**src/rtl/fir_ctrl_fsm.sv**
```systemverilog
// rtl/fir_ctrl_fsm.sv - FIR accelerator job sequencer: clear, tap load, sample stream, drain, done
module fir_ctrl_fsm #(
    parameter int NB_TAPS   = 2,
    parameter int CNT_WIDTH = 16
) (
    input  logic                 clk_i,
    input  logic                 rst_ni,
    input  logic                 clear_i,
    input  logic                 start_i,
    input  logic [CNT_WIDTH-1:0] nb_samples_i,
    input  logic                 h_hs_i,
    input  logic                 x_hs_i,
    input  logic                 y_hs_i,
    output logic                 clear_o,
    output logic                 h_en_o,
    output logic                 x_en_o,
    output logic                 busy_o,
    output logic                 done_o,
    output logic [CNT_WIDTH-1:0] y_cnt_o
);
    localparam int TapW = $clog2(NB_TAPS) + 1;

    typedef enum logic [2:0] {
        S_IDLE,
        S_CLEAR,
        S_LOAD_TAPS,
        S_STREAM,
        S_DRAIN,
        S_DONE
    } state_e;

    state_e               state_q, state_d;
    logic [TapW-1:0]      tap_cnt_q, tap_cnt_d;
    logic [CNT_WIDTH-1:0] x_cnt_q, x_cnt_d;
    logic [CNT_WIDTH-1:0] y_cnt_q, y_cnt_d;
    logic [CNT_WIDTH-1:0] nb_samples_q, nb_samples_d;

    always_ff @(posedge clk_i or negedge rst_ni) begin
        if (!rst_ni) begin
            state_q      <= S_IDLE;
            tap_cnt_q    <= '0;
            x_cnt_q      <= '0;
            y_cnt_q      <= '0;
            nb_samples_q <= '0;
        end else begin
            state_q      <= state_d;
            tap_cnt_q    <= tap_cnt_d;
            x_cnt_q      <= x_cnt_d;
            y_cnt_q      <= y_cnt_d;
            nb_samples_q <= nb_samples_d;
        end
    end

    always_comb begin
        state_d      = state_q;
        tap_cnt_d    = tap_cnt_q;
        x_cnt_d      = x_cnt_q;
        y_cnt_d      = y_cnt_q;
        nb_samples_d = nb_samples_q;

        unique case (state_q)
            S_IDLE: begin
                if (start_i) begin
                    nb_samples_d = nb_samples_i;
                    tap_cnt_d    = '0;
                    x_cnt_d      = '0;
                    y_cnt_d      = '0;
                    // An empty job skips the clear and all stream phases entirely.
                    state_d      = (nb_samples_i != '0) ? S_CLEAR : S_DONE;
                end
            end
            S_CLEAR: state_d = S_LOAD_TAPS;
            S_LOAD_TAPS: begin
                if (h_hs_i) begin
                    tap_cnt_d = tap_cnt_q + 1'b1;
                    if (tap_cnt_q == TapW'(NB_TAPS - 1)) state_d = S_STREAM;
                end
            end
            S_STREAM: begin
                if (x_hs_i) begin
                    x_cnt_d = x_cnt_q + 1'b1;
                    if (x_cnt_q == nb_samples_q - 1'b1) state_d = S_DRAIN;
                end
            end
            S_DRAIN: begin
                if (y_cnt_q == nb_samples_q) state_d = S_DONE;
            end
            S_DONE:  state_d = S_IDLE;
            default: state_d = S_IDLE;
        endcase

        // Results can overtake the x stream, so y is counted in STREAM too; saturates at job size.
        if ((state_q == S_STREAM || state_q == S_DRAIN) && y_hs_i && (y_cnt_q != nb_samples_q)) begin
            y_cnt_d = y_cnt_q + 1'b1;
        end

        if (clear_i) begin
            state_d   = S_IDLE;
            tap_cnt_d = '0;
            x_cnt_d   = '0;
            y_cnt_d   = '0;
        end
    end

    assign clear_o = (state_q == S_CLEAR);
    assign h_en_o  = (state_q == S_LOAD_TAPS);
    assign x_en_o  = (state_q == S_STREAM);
    assign busy_o  = (state_q != S_IDLE);
    assign done_o  = (state_q == S_DONE);
    assign y_cnt_o = y_cnt_q;

endmodule

```
**config.mk**
```make
export PLATFORM = sky130hd
export DESIGN_NAME = fir_ctrl_fsm
export DESIGN_NICKNAME = d
export VERILOG_FILES = /design/src/rtl/fir_ctrl_fsm.sv
export SDC_FILE = /design/constraint.sdc
export NUM_CORES = 1
export LEC_CHECK = 0
export ABC_AREA = 1
export BUFFER_PORTS_ARGS = -buffer_cell sky130_fd_sc_hd__buf_2
export CAP_MARGIN = 5
export CORE_ASPECT_RATIO = 2
export CORE_MARGIN = 4
export CORE_UTILIZATION = 25
export DETAILED_ROUTE_END_ITERATION = 16
export GPL_TIMING_DRIVEN = 0
export PLACE_DENSITY_LB_ADDON = 0.2
export SYNTH_ARGS = -nofsm -noshare
export SYNTH_HDL_FRONTEND = slang
export SYNTH_SLANG_ARGS = --single-unit
```
**constraint.sdc**
```tcl
create_clock -name clk_i -period 2.7 [get_ports clk_i]
set_clock_uncertainty 0.1 [all_clocks]
set_input_delay 0.54 -clock clk_i [delete_from_list [all_inputs] [get_ports clk_i]]
set_output_delay 0.54 -clock clk_i [all_outputs]
set_load 0.03 [all_outputs]
```
==> results of run 1 <==
-- Yosys cell counts, drive strengths merged (4+ instances only) --
master / number / share of area
nor4: 5 / 0.0085
inv: 71 / 0.073
nand4: 11 / 0.019
nand3: 31 / 0.044
buf: 9 / 0.016
o21ai: 35 / 0.049
nor3: 13 / 0.025
a21oi: 15 / 0.021
mux2: 4 / 0.012
dfrtp: 53 / 0.36
nor2: 62 / 0.076
nand3b: 6 / 0.012
nand2: 124 / 0.13
xor2: 17 / 0.041
ha: 4 / 0.014
xnor2: 24 / 0.057
-- layout make-up --
type | instances | area (sq um) | area share
buffer | 12 | 78.8 | 0.0183
sequential | 53 | 1330 | 0.308
timing repair buffer | 42 | 213 | 0.0493
multi-input combinational | 367 | 2000 | 0.463
tap | 192 | 240 | 0.0557
clock buffer | 5 | 125 | 0.0290
clock inverter | 3 | 65.1 | 0.0151
inverter | 71 | 267 | 0.0618
-- per-layer routing --
layer  vias to the layer above  part of all wire  global-route usage
li1                       1702                 -                   -
met1                      1585              0.33               0.115
met4                         0             0.062              0.0940
met5                         -                 0                   0
met3                        28             0.022              0.0176
met2                        55              0.59               0.283
-- how the worst max path moves through the flow --
| stage | start | endpoint |
|---|---|---|
| finish | nb_samples_q[0]$_DFFE_PN0P_ | state_q[0]$_DFFE_PN0P_ |
| global route | nb_samples_q[0]$_DFFE_PN0P_ | state_q[0]$_DFFE_PN0P_ |
| CTS | nb_samples_q[0]$_DFFE_PN0P_ | state_q[0]$_DFFE_PN0P_ |
| detailed placement | nb_samples_q[0]$_DFFE_PN0P_ | state_q[0]$_DFFE_PN0P_ |
| global placement | nb_samples_q[0]$_DFFE_PN0P_ | state_q[0]$_DFFE_PN0P_ |
| floorplan | y_cnt_o[0]$_DFFE_PN0P_ | y_cnt_o[14]$_DFFE_PN0P_ |
-- through the flow --
stage	hold WS [ns]	setup slack, ns	instance area, sq um	util	cells
floorplan	0.144	0.617	3670	-	503
global route	0.260	0.137	4310	0.300	745
finish	0.185	0.346	4310	0.300	745
detailed placement	0.373	0.350	4120	0.287	737
CTS	0.389	0.329	4310	0.300	745
global placement	0.365	0.376	4120	0.287	737
-- state kept, by name, summed over array words and instances, names as in the netlist --
name,cells
nb_samples_q,16
y_cnt_o,16
tap_cnt_q,2
state_q,3
x_cnt_q,16
-- power by group through the flow --
| stage | clock (mW) | combinational (mW) | sequential, mW |
|---|---|---|---|
| after floorplan | 0 | 1.08 | 1.10 |
| after global placement | 0 | 1.40 | 1.17 |
| after detailed placement | 0 | 1.42 | 1.17 |
| after CTS | 0.876 | 1.43 | 1.15 |
| after global routing | 0.908 | 1.59 | 1.18 |
| final | 0.855 | 1.40 | 1.15 |
-- cell families after synthesis --
family,after synthesis,share of synthesized area
compound gates,61,0.0958
mux,4,0.0123
flops,53,0.362
xor+xnor,41,0.0979
simple gates,257,0.325
fa+ha+maj,4,0.0136
buf+inv,83,0.0941
==> results_dict.tcl, run 1 <==
set metrics [dict create \
    n_fill_cell 1559 \
    synth_nets 530 \
    hpwlAfterDp_um 8780 \
    critPathKind "reg -> reg" \
    yosysWarnings 0 \
    final.min_clock_period_ns 2.35 \
    crit_fanout 5 \
    postCtsHoldBufs 0 \
    p_clk_frac 0.251 \
    vias_per_cell 4.52 \
    path_common_cell "nand2_1" \
    portBuffers 42 \
    avgSynthCellArea_sq_um 7.29 \
    clock_latency_ns 0.30 \
    via_count 3370 \
    crit_cells 14 \
    synth_cell_type_count 41 \
    wl_per_cell_um 14.6 \
    pwr-share-seq 0.338 \
    hold_class "in -> async" \
    timing.fmax_ghz 0.425 \
    n_antenna_cell 0 \
    path_cells "inv_1 > ha_1 > nand2_1 > nor2_1 > nand2_1 > nand2_1 > inv_1 > nand2_1 > nor3_1 > nand3_1 > nand2_1 > nand2_1 > nand2_1 > nand2_1" \
    seq_area_frac_synth 0.362 \
    core-area_sq_mm 0.0144 \
    synth_area_sq_mm 0.00367 \
    final_nets 579 \
    cp-end-kind "register" \
    rsz0062_at_grt "no" \
    layout_commonest_cell "nand2_1" \
    drive_gt1_frac 0.174 \
    area_delta_synth_final_pct 17.5 \
    cts_root_buf "clkbuf_16" \
    p_leak_nw 2.00 \
    slew_headroom 0.325 \
    wl_um 10900 \
    die_width_um 93.7 \
    die_y_um 179 \
    power.total_mw 3.41 \
    setup_violations 0 \
    cts_tree "done" \
    r2r_start "nb_samples_q[0]$_DFFE_PN0P_" \
    critPathArrivalTime_ns 2.45 \
    drc_errors 0 \
    gp_congestion 0.837 \
    grt_pass1_wl_um 17400 \
    synth_seq_cells 53 \
    fin_tns_setup_ns 0 \
    hold_viol 0 \
    p_int_mw 2.00 \
    drt_iter0_markers 114 \
    power_density_mw_per_mm2 791 \
    cts_setup_buffers 0 \
    htreeDepth 2 \
    reg2reg_depth 14 \
    first_pass_iters 4 \
    max_slew.worst_pin.slew_ns 1.00 \
    clk_pin_slew_ns 0.07 \
    cp_slowest_cell "dfrtp_1" \
    cp-start-kind "register" \
    critPathTopFamily "simple AND/OR/NAND/NOR gates" \
    grt_use_total 0.137 \
    ant_nets 0 \
    numCtsBuffers 5 \
    reg2reg_to "state_q[0]$_DFFE_PN0P_" \
    crit_buf_inv 2 \
    grt_pass1_vias 3521 \
    drv_cap 0 \
    cts_resized 0 \
    cts_sinks 53 \
    post-route-period-util 0.872 \
    r2r_slack_ns 0.35 \
    combPwrFrac 0.411 \
    report.final.slew_viol_count 0 \
    start_util 0.256 \
    synth_edf_count 0 \
    async_flop_share 1.00 \
    p_sw_mw 1.41 \
    grt_max_degree 54 \
    max_stage_delay_ns 0.41 \
    status "completed" \
    grt.overflow.total 0 \
    p_sw_frac 0.414 \
    dieArea_sq_mm 0.0168 \
    vdd_drop_max_v 0.000242 \
    grt_antenna_before_repair 0 \
    crit_required_ns 2.79 \
    synth_cells 503 \
    final_cell_mix "nand2_1, inv_1, nor2_1, dfrtp_1, buf_2" \
    num_io_pins 44 \
    row_count 62 \
    cts_buffer_depth 2 \
    ys.flop_type "dfrtp_1" \
]
Power figures use the tool's default switching activity.
==> inputs of run 2 (changes only) <==
--- a/config.mk
+++ b/config.mk
@@ -6,14 +6,15 @@
 export NUM_CORES = 1
 export LEC_CHECK = 0
 export ABC_AREA = 1
-export BUFFER_PORTS_ARGS = -buffer_cell sky130_fd_sc_hd__buf_2
 export CAP_MARGIN = 5
 export CORE_ASPECT_RATIO = 2
 export CORE_MARGIN = 4
 export CORE_UTILIZATION = 25
 export DETAILED_ROUTE_END_ITERATION = 16
+export DONT_BUFFER_PORTS = 1
 export GPL_TIMING_DRIVEN = 0
 export PLACE_DENSITY_LB_ADDON = 0.2
 export SYNTH_ARGS = -nofsm -noshare
 export SYNTH_HDL_FRONTEND = slang
 export SYNTH_SLANG_ARGS = --single-unit
+export TNS_END_PERCENT = 30
==> run 2 against run 1 <==
The flow now finishes with violations (negative hold slack). Register-to-register slack worse by 0.04 ns. Fmax shrank 1.6%. Combinational power about the same. Die area unchanged. Critical path type unchanged. Largest power group unchanged. Highest routed layer unchanged.
==> results_dict.tcl, run 2 (same netlist as run 1, synthesis figures left out) <==
set metrics [dict create \
    power_density_mw_per_mm2 806 \
    grt_pass1_wl_um 16800 \
    wl_um 11000 \
    fin_area_sq_mm 0.00411 \
    clk_pin_slew_ns 0.07 \
    cts_root_buf "clkbuf_16" \
    r2r_start "y_cnt_o[0]$_DFFE_PN0P_" \
    area_delta_synth_final_pct 12.0 \
    drc_errors 0 \
    core-area_sq_mm 0.0144 \
    drv_cap 0 \
    die_width_um 93.7 \
    via_count 3181 \
    status "complete, but fails checks" \
    drive_gt1_frac 0.105 \
    numCtsBuffers 5 \
    slew_headroom 0.319 \
    p_int_mw 1.91 \
    vdd_drop_max_v 0.000265 \
    cts_resized 0 \
    final_nets 538 \
    seq_area_sq_mm 0.00133 \
    combPwrFrac 0.415 \
    cp-end-kind "register" \
    portBuffers 0 \
    crit_fanout 6 \
    rsz0062_at_grt "no" \
    grt_use_total 0.135 \
    max_slew.worst_pin.slew_ns 1.01 \
    p_sw_frac 0.425 \
    critPathKind "reg -> reg" \
    n_antenna_cell 0 \
    layout_commonest_cell "nand2_1" \
    reg2reg_depth 10 \
    report.final.slew_viol_count 0 \
    htreeDepth 2 \
    post_dp_cell_area_sq_mm 0.00391 \
    multi_input_area_sq_mm 0.00200 \
    fin_tns_setup_ns 0 \
    grt_max_degree 54 \
    num_io_pins 44 \
    grt_antenna_before_repair 0 \
    die_y_um 179 \
    p_sw_mw 1.41 \
    n_fill_cell 1587 \
    first_pass_iters 6 \
    critPathArrivalTime_ns 2.48 \
    final_cell_mix "nand2_1, inv_1, nor2_1, dfrtp_1, nand3_1" \
    cts_buffer_depth 2 \
    drt_iter0_markers 103 \
    vias_per_cell 4.52 \
    dieArea_sq_mm 0.0168 \
    final.min_clock_period_ns 2.39 \
    pwr-share-seq 0.350 \
    wl_per_cell_um 15.6 \
    hold_class "in -> async" \
    reg2reg_to "y_cnt_o[14]$_DFFE_PN0P_" \
    post-route-period-util 0.886 \
    crit_required_ns 2.79 \
    hold_viol 5 \
    gp_congestion 0.827 \
    p_leak_nw 1.81 \
    fin_hold_ws_ns -0.00432 \
    ant_nets 0 \
    timing.fmax_ghz 0.418 \
    row_count 62 \
    grt_pass1_vias 3258 \
    r2r_slack_ns 0.31 \
    start_util 0.256 \
    cts_tree "done" \
    clock_latency_ns 0.30 \
    setup_violations 0 \
    grt.overflow.total 0 \
    violations "negative hold slack" \
    hpwlAfterDp_um 8900 \
    cp-start-kind "register" \
    cts_sinks 53 \
    p_clk_frac 0.235 \
]
[run 2: cell types whose count changed in the layout (fill, tap and decap cells not counted), sizes merged]
cell / previous run / this run
buf: 51 / 10
bufinv: 2 / 1
clkbuf: 8 / 10
clkinv: 1 / 0
[run 2: worst max-delay path, stage by stage (launching register included)]
cell and delay, ns:
dfrtp_1 0.63, ha_1 0.26, nand2_1 0.06, nor2_1 0.16
nand3_1 0.16, nor2_2 0.18, nand3_1 0.14, nor2_1 0.20
nand3_1 0.11, xor2_1 0.20, o21ai_2 0.06
[run 2: how the worst max path moves through the flow]
stage	startpoint	end	slack [ns]	depth (start not counted)
6_report	y_cnt_o[0]$_DFFE_PN0P_	y_cnt_o[14]$_DFFE_PN0P_	0.31	10
3_3_place_gp	y_cnt_o[0]$_DFFE_PN0P_	y_cnt_o[14]$_DFFE_PN0P_	0.29	10
3_5_place_dp	y_cnt_o[0]$_DFFE_PN0P_	y_cnt_o[14]$_DFFE_PN0P_	0.29	10
2_1_floorplan	y_cnt_o[0]$_DFFE_PN0P_	y_cnt_o[14]$_DFFE_PN0P_	0.62	10
5_1_grt	y_cnt_o[1]$_DFFE_PN0P_	y_cnt_o[14]$_DFFE_PN0P_	0.09	10
4_1_cts	y_cnt_o[0]$_DFFE_PN0P_	y_cnt_o[14]$_DFFE_PN0P_	0.28	10
[run 2: final cells by class]
class | instances | area share
multi-input cells | 367 | 0.486
plain buffers | 12 | 0.0192
repair buffers | 1 | 0.00670
inverters | 71 | 0.0649
well taps | 192 | 0.0585
clock inverters | 1 | 0.00731
clock buffers | 7 | 0.0347
flip-flops and latches | 53 | 0.323
[run 2: power groups by stage]
stage / clock [mW] / sequential [mW] / combinational [mW]
after floorplan: 0 / 1.10 / 1.08
after global placement: 0 / 1.18 / 1.35
after detailed placement: 0 / 1.18 / 1.37
after CTS: 0.802 / 1.16 / 1.40
after global routing: 0.812 / 1.19 / 1.54
final: 0.777 / 1.16 / 1.37
[run 2: timing repair]
item | in CTS | in global routing
hold buffers | 1 | 0
endpoints found under the hold margin | 53 | 0
setup buffers | 0 | 0
[run 2: per-layer routing]
layer,global-route usage,routed length [um]
met1,0.108,3550
met2,0.296,6780
met3,0.0189,268
met4,0.0633,387
met5,0,0
[run 2: metrics by stage]
stage          setup slack [ns]  cells   util  power (mW)  hold WS [ns]
2_1_floorplan             0.617    503      -        2.19         0.144
3_3_place_gp              0.294    695  0.272        2.52         0.147
3_5_place_dp              0.294    695  0.272        2.55         0.147
4_1_cts                   0.282    704  0.286        3.36       0.00719
5_1_grt                  0.0914    704  0.286        3.54        0.0240
6_report                  0.309    704  0.286        3.31      -0.00432
==> inputs of run 3 (changes only) <==
--- a/config.mk
+++ b/config.mk
@@ -14,6 +14,7 @@
 export DONT_BUFFER_PORTS = 1
 export GPL_TIMING_DRIVEN = 0
 export PLACE_DENSITY_LB_ADDON = 0.2
+export SETUP_SLACK_MARGIN = 0.4
 export SYNTH_ARGS = -nofsm -noshare
 export SYNTH_HDL_FRONTEND = slang
 export SYNTH_SLANG_ARGS = --single-unit
==> run 3 against run 2 <==
The run still ends with negative hold slack left. Count of clock-buffer cells in the layout is the same. Cell area is 1.4% higher. First-iteration DRC count up 4.9%. Core utilization up 0.41 points. Worst hold slack improved by 0.00071 ns. Global-route usage unchanged. Clock power down 1%. Critical path type is now reg -> out. Largest power group unchanged.
==> results_dict.tcl, run 3 (same netlist as run 1, synthesis figures left out) <==
set metrics [dict create \
    drv_cap 0 \
    via_count 3220 \
    cts_buffer_depth 2 \
    fin_hold_ws_ns -0.00361 \
    max_stage_delay_ns 0.78 \
    grt_antenna_before_repair 0 \
    area_delta_synth_final_pct 13.6 \
    hpwlAfterDp_um 8900 \
    reg2reg_to "y_cnt_o[15]$_DFFE_PN0P_" \
    clk_pin_slew_ns 0.07 \
    p_leak_nw 1.79 \
    rsz0062_at_grt "yes" \
    core-area_sq_mm 0.0144 \
    r2r_slack_ns 0.55 \
    cp-end-kind "output port" \
    first_pass_iters 4 \
    vias_per_cell 4.57 \
    n_antenna_cell 0 \
    row_count 62 \
    placedCellCount 695 \
    crit_fanout 6 \
    clock_latency_ns 0.30 \
    reg2reg_depth 10 \
    p_int_mw 1.91 \
    dieArea_sq_mm 0.0168 \
    grt_max_degree 54 \
    final_cell_mix "nand2_1, inv_1, nor2_1" \
    crit_cells 2 \
    slew_headroom 0.308 \
    cts_sinks 53 \
    max_slew.worst_pin.slew_ns 1.03 \
    drt_iter0_markers 108 \
    critPathTopFamily "simple AND/OR/NAND/NOR gates" \
    cp-start-kind "register" \
    n_fill_cell 1583 \
    path_cells "inv_1 > nor3_1" \
    power.total_mw 3.33 \
    r2r_start "y_cnt_o[7]$_DFFE_PN0P_" \
    die_width_um 93.7 \
    crit_start "state_q[0]$_DFFE_PN0P_" \
    report.final.slew_viol_count 0 \
    layout_commonest_cell "nand2_1" \
    wl_per_cell_um 15.6 \
    die_y_um 179 \
    setup_violations 0 \
    cts_tree "done" \
    numCtsBuffers 5 \
    gp_congestion 0.827 \
    status "complete, but fails checks" \
    fin_tns_setup_ns 0 \
    post-route-period-util 0.844 \
    grt_pass1_vias 3258 \
    crit_end "clear_o" \
    final.min_clock_period_ns 2.28 \
    num_io_pins 44 \
    crit_required_ns 2.06 \
    grt.overflow.total 0 \
    critPathKind "reg -> out" \
    ant_nets 0 \
    combPwrFrac 0.419 \
    wl_um 11000 \
    p_sw_mw 1.41 \
    grt_pass1_wl_um 16800 \
    critPathArrivalTime_ns 1.64 \
    portBuffers 0 \
    hold_class "in -> async" \
    cp_slowest_cell "nor3_1" \
    drive_gt1_frac 0.150 \
    pwr-share-seq 0.350 \
    vdd_drop_max_v 0.000260 \
    p_sw_frac 0.424 \
    p_clk_frac 0.231 \
    final_nets 539 \
    power_density_mw_per_mm2 798 \
    grt_use_total 0.135 \
    crit_buf_inv 1 \
    cts_root_buf "clkbuf_16" \
    htreeDepth 2 \
    violations "negative hold slack" \
    start_util 0.256 \
    hold_viol 3 \
    timing.fmax_ghz 0.439 \
    fin_cells 705 \
    drc_errors 0 \
]
## run 3: how the worst min path moves through the flow
stage                                         to  slack (ns)
CTS                 nb_samples_q[13]$_DFFE_PN0P_       0.007
global placement    nb_samples_q[12]$_DFFE_PN0P_        0.15
floorplan            nb_samples_q[0]$_DFFE_PN0P_        0.14
global route        nb_samples_q[13]$_DFFE_PN0P_        0.02
detailed placement  nb_samples_q[13]$_DFFE_PN0P_        0.15
finish              nb_samples_q[13]$_DFFE_PN0P_      -0.004
## run 3: what timing repair did
action,4_1_cts,5_1_grt
hold endpoints to repair,53,0
setup endpoints to repair,4,20
pin swaps,0,2
hold buffers,1,0
setup buffers,0,1
resized for setup,2,22
## run 3: power groups by stage
stage | clock network [mW] | logic [mW] | registers (mW)
final | 0.769 | 1.39 | 1.16
after global routing | 0.812 | 1.56 | 1.19
after CTS | 0.802 | 1.40 | 1.17
after detailed placement | 0 | 1.37 | 1.18
after global placement | 0 | 1.35 | 1.18
after floorplan | 0 | 1.08 | 1.10
## run 3: layer usage
layer  routed length (um)  vias up  track usage
met2                 6820       46        0.296
met1                 3550     1530        0.108
met5                    0        -            0
li1                     -     1628            -
met4                  395        0       0.0633
met3                  254       16       0.0189
## run 3: worst register-to-register path, cell delays in order, from the launching register on
cell	delay (ns)
dfrtp_1	0.64
xnor2_1	0.18
nand4_1	0.17
nor3_1	0.21
nand2_2	0.12
nand2_2	0.13
inv_2	0.06
nor2_4	0.14
buf_6	0.17
nand2_1	0.06
o31ai_1	0.07
## run 3: per-stage QoR
stage / hold WS, ns / setup slack (ns) / utilization / cell area, sq um
after floorplan: 0.144 / 0.617 / - / 3670
after global placement: 0.147 / 0.294 / 0.272 / 3910
after detailed placement: 0.147 / 0.294 / 0.272 / 3910
after CTS: 0.00718 / 0.328 / 0.286 / 4110
after global routing: 0.0239 / 0.376 / 0.290 / 4170
final: -0.00361 / 0.422 / 0.290 / 4170
## run 3: area by class of cell
cell class | instances | area [sq um] | share of cell area
clock inverters | 1 | 30.0 | 0.00721
flip-flops and latches | 53 | 1340 | 0.321
multi-input cells | 367 | 2030 | 0.488
well taps | 192 | 240 | 0.0576
inverters | 71 | 267 | 0.0639
plain buffers | 12 | 81.3 | 0.0195
repair buffers | 2 | 35.0 | 0.00841
clock buffers | 7 | 143 | 0.0342
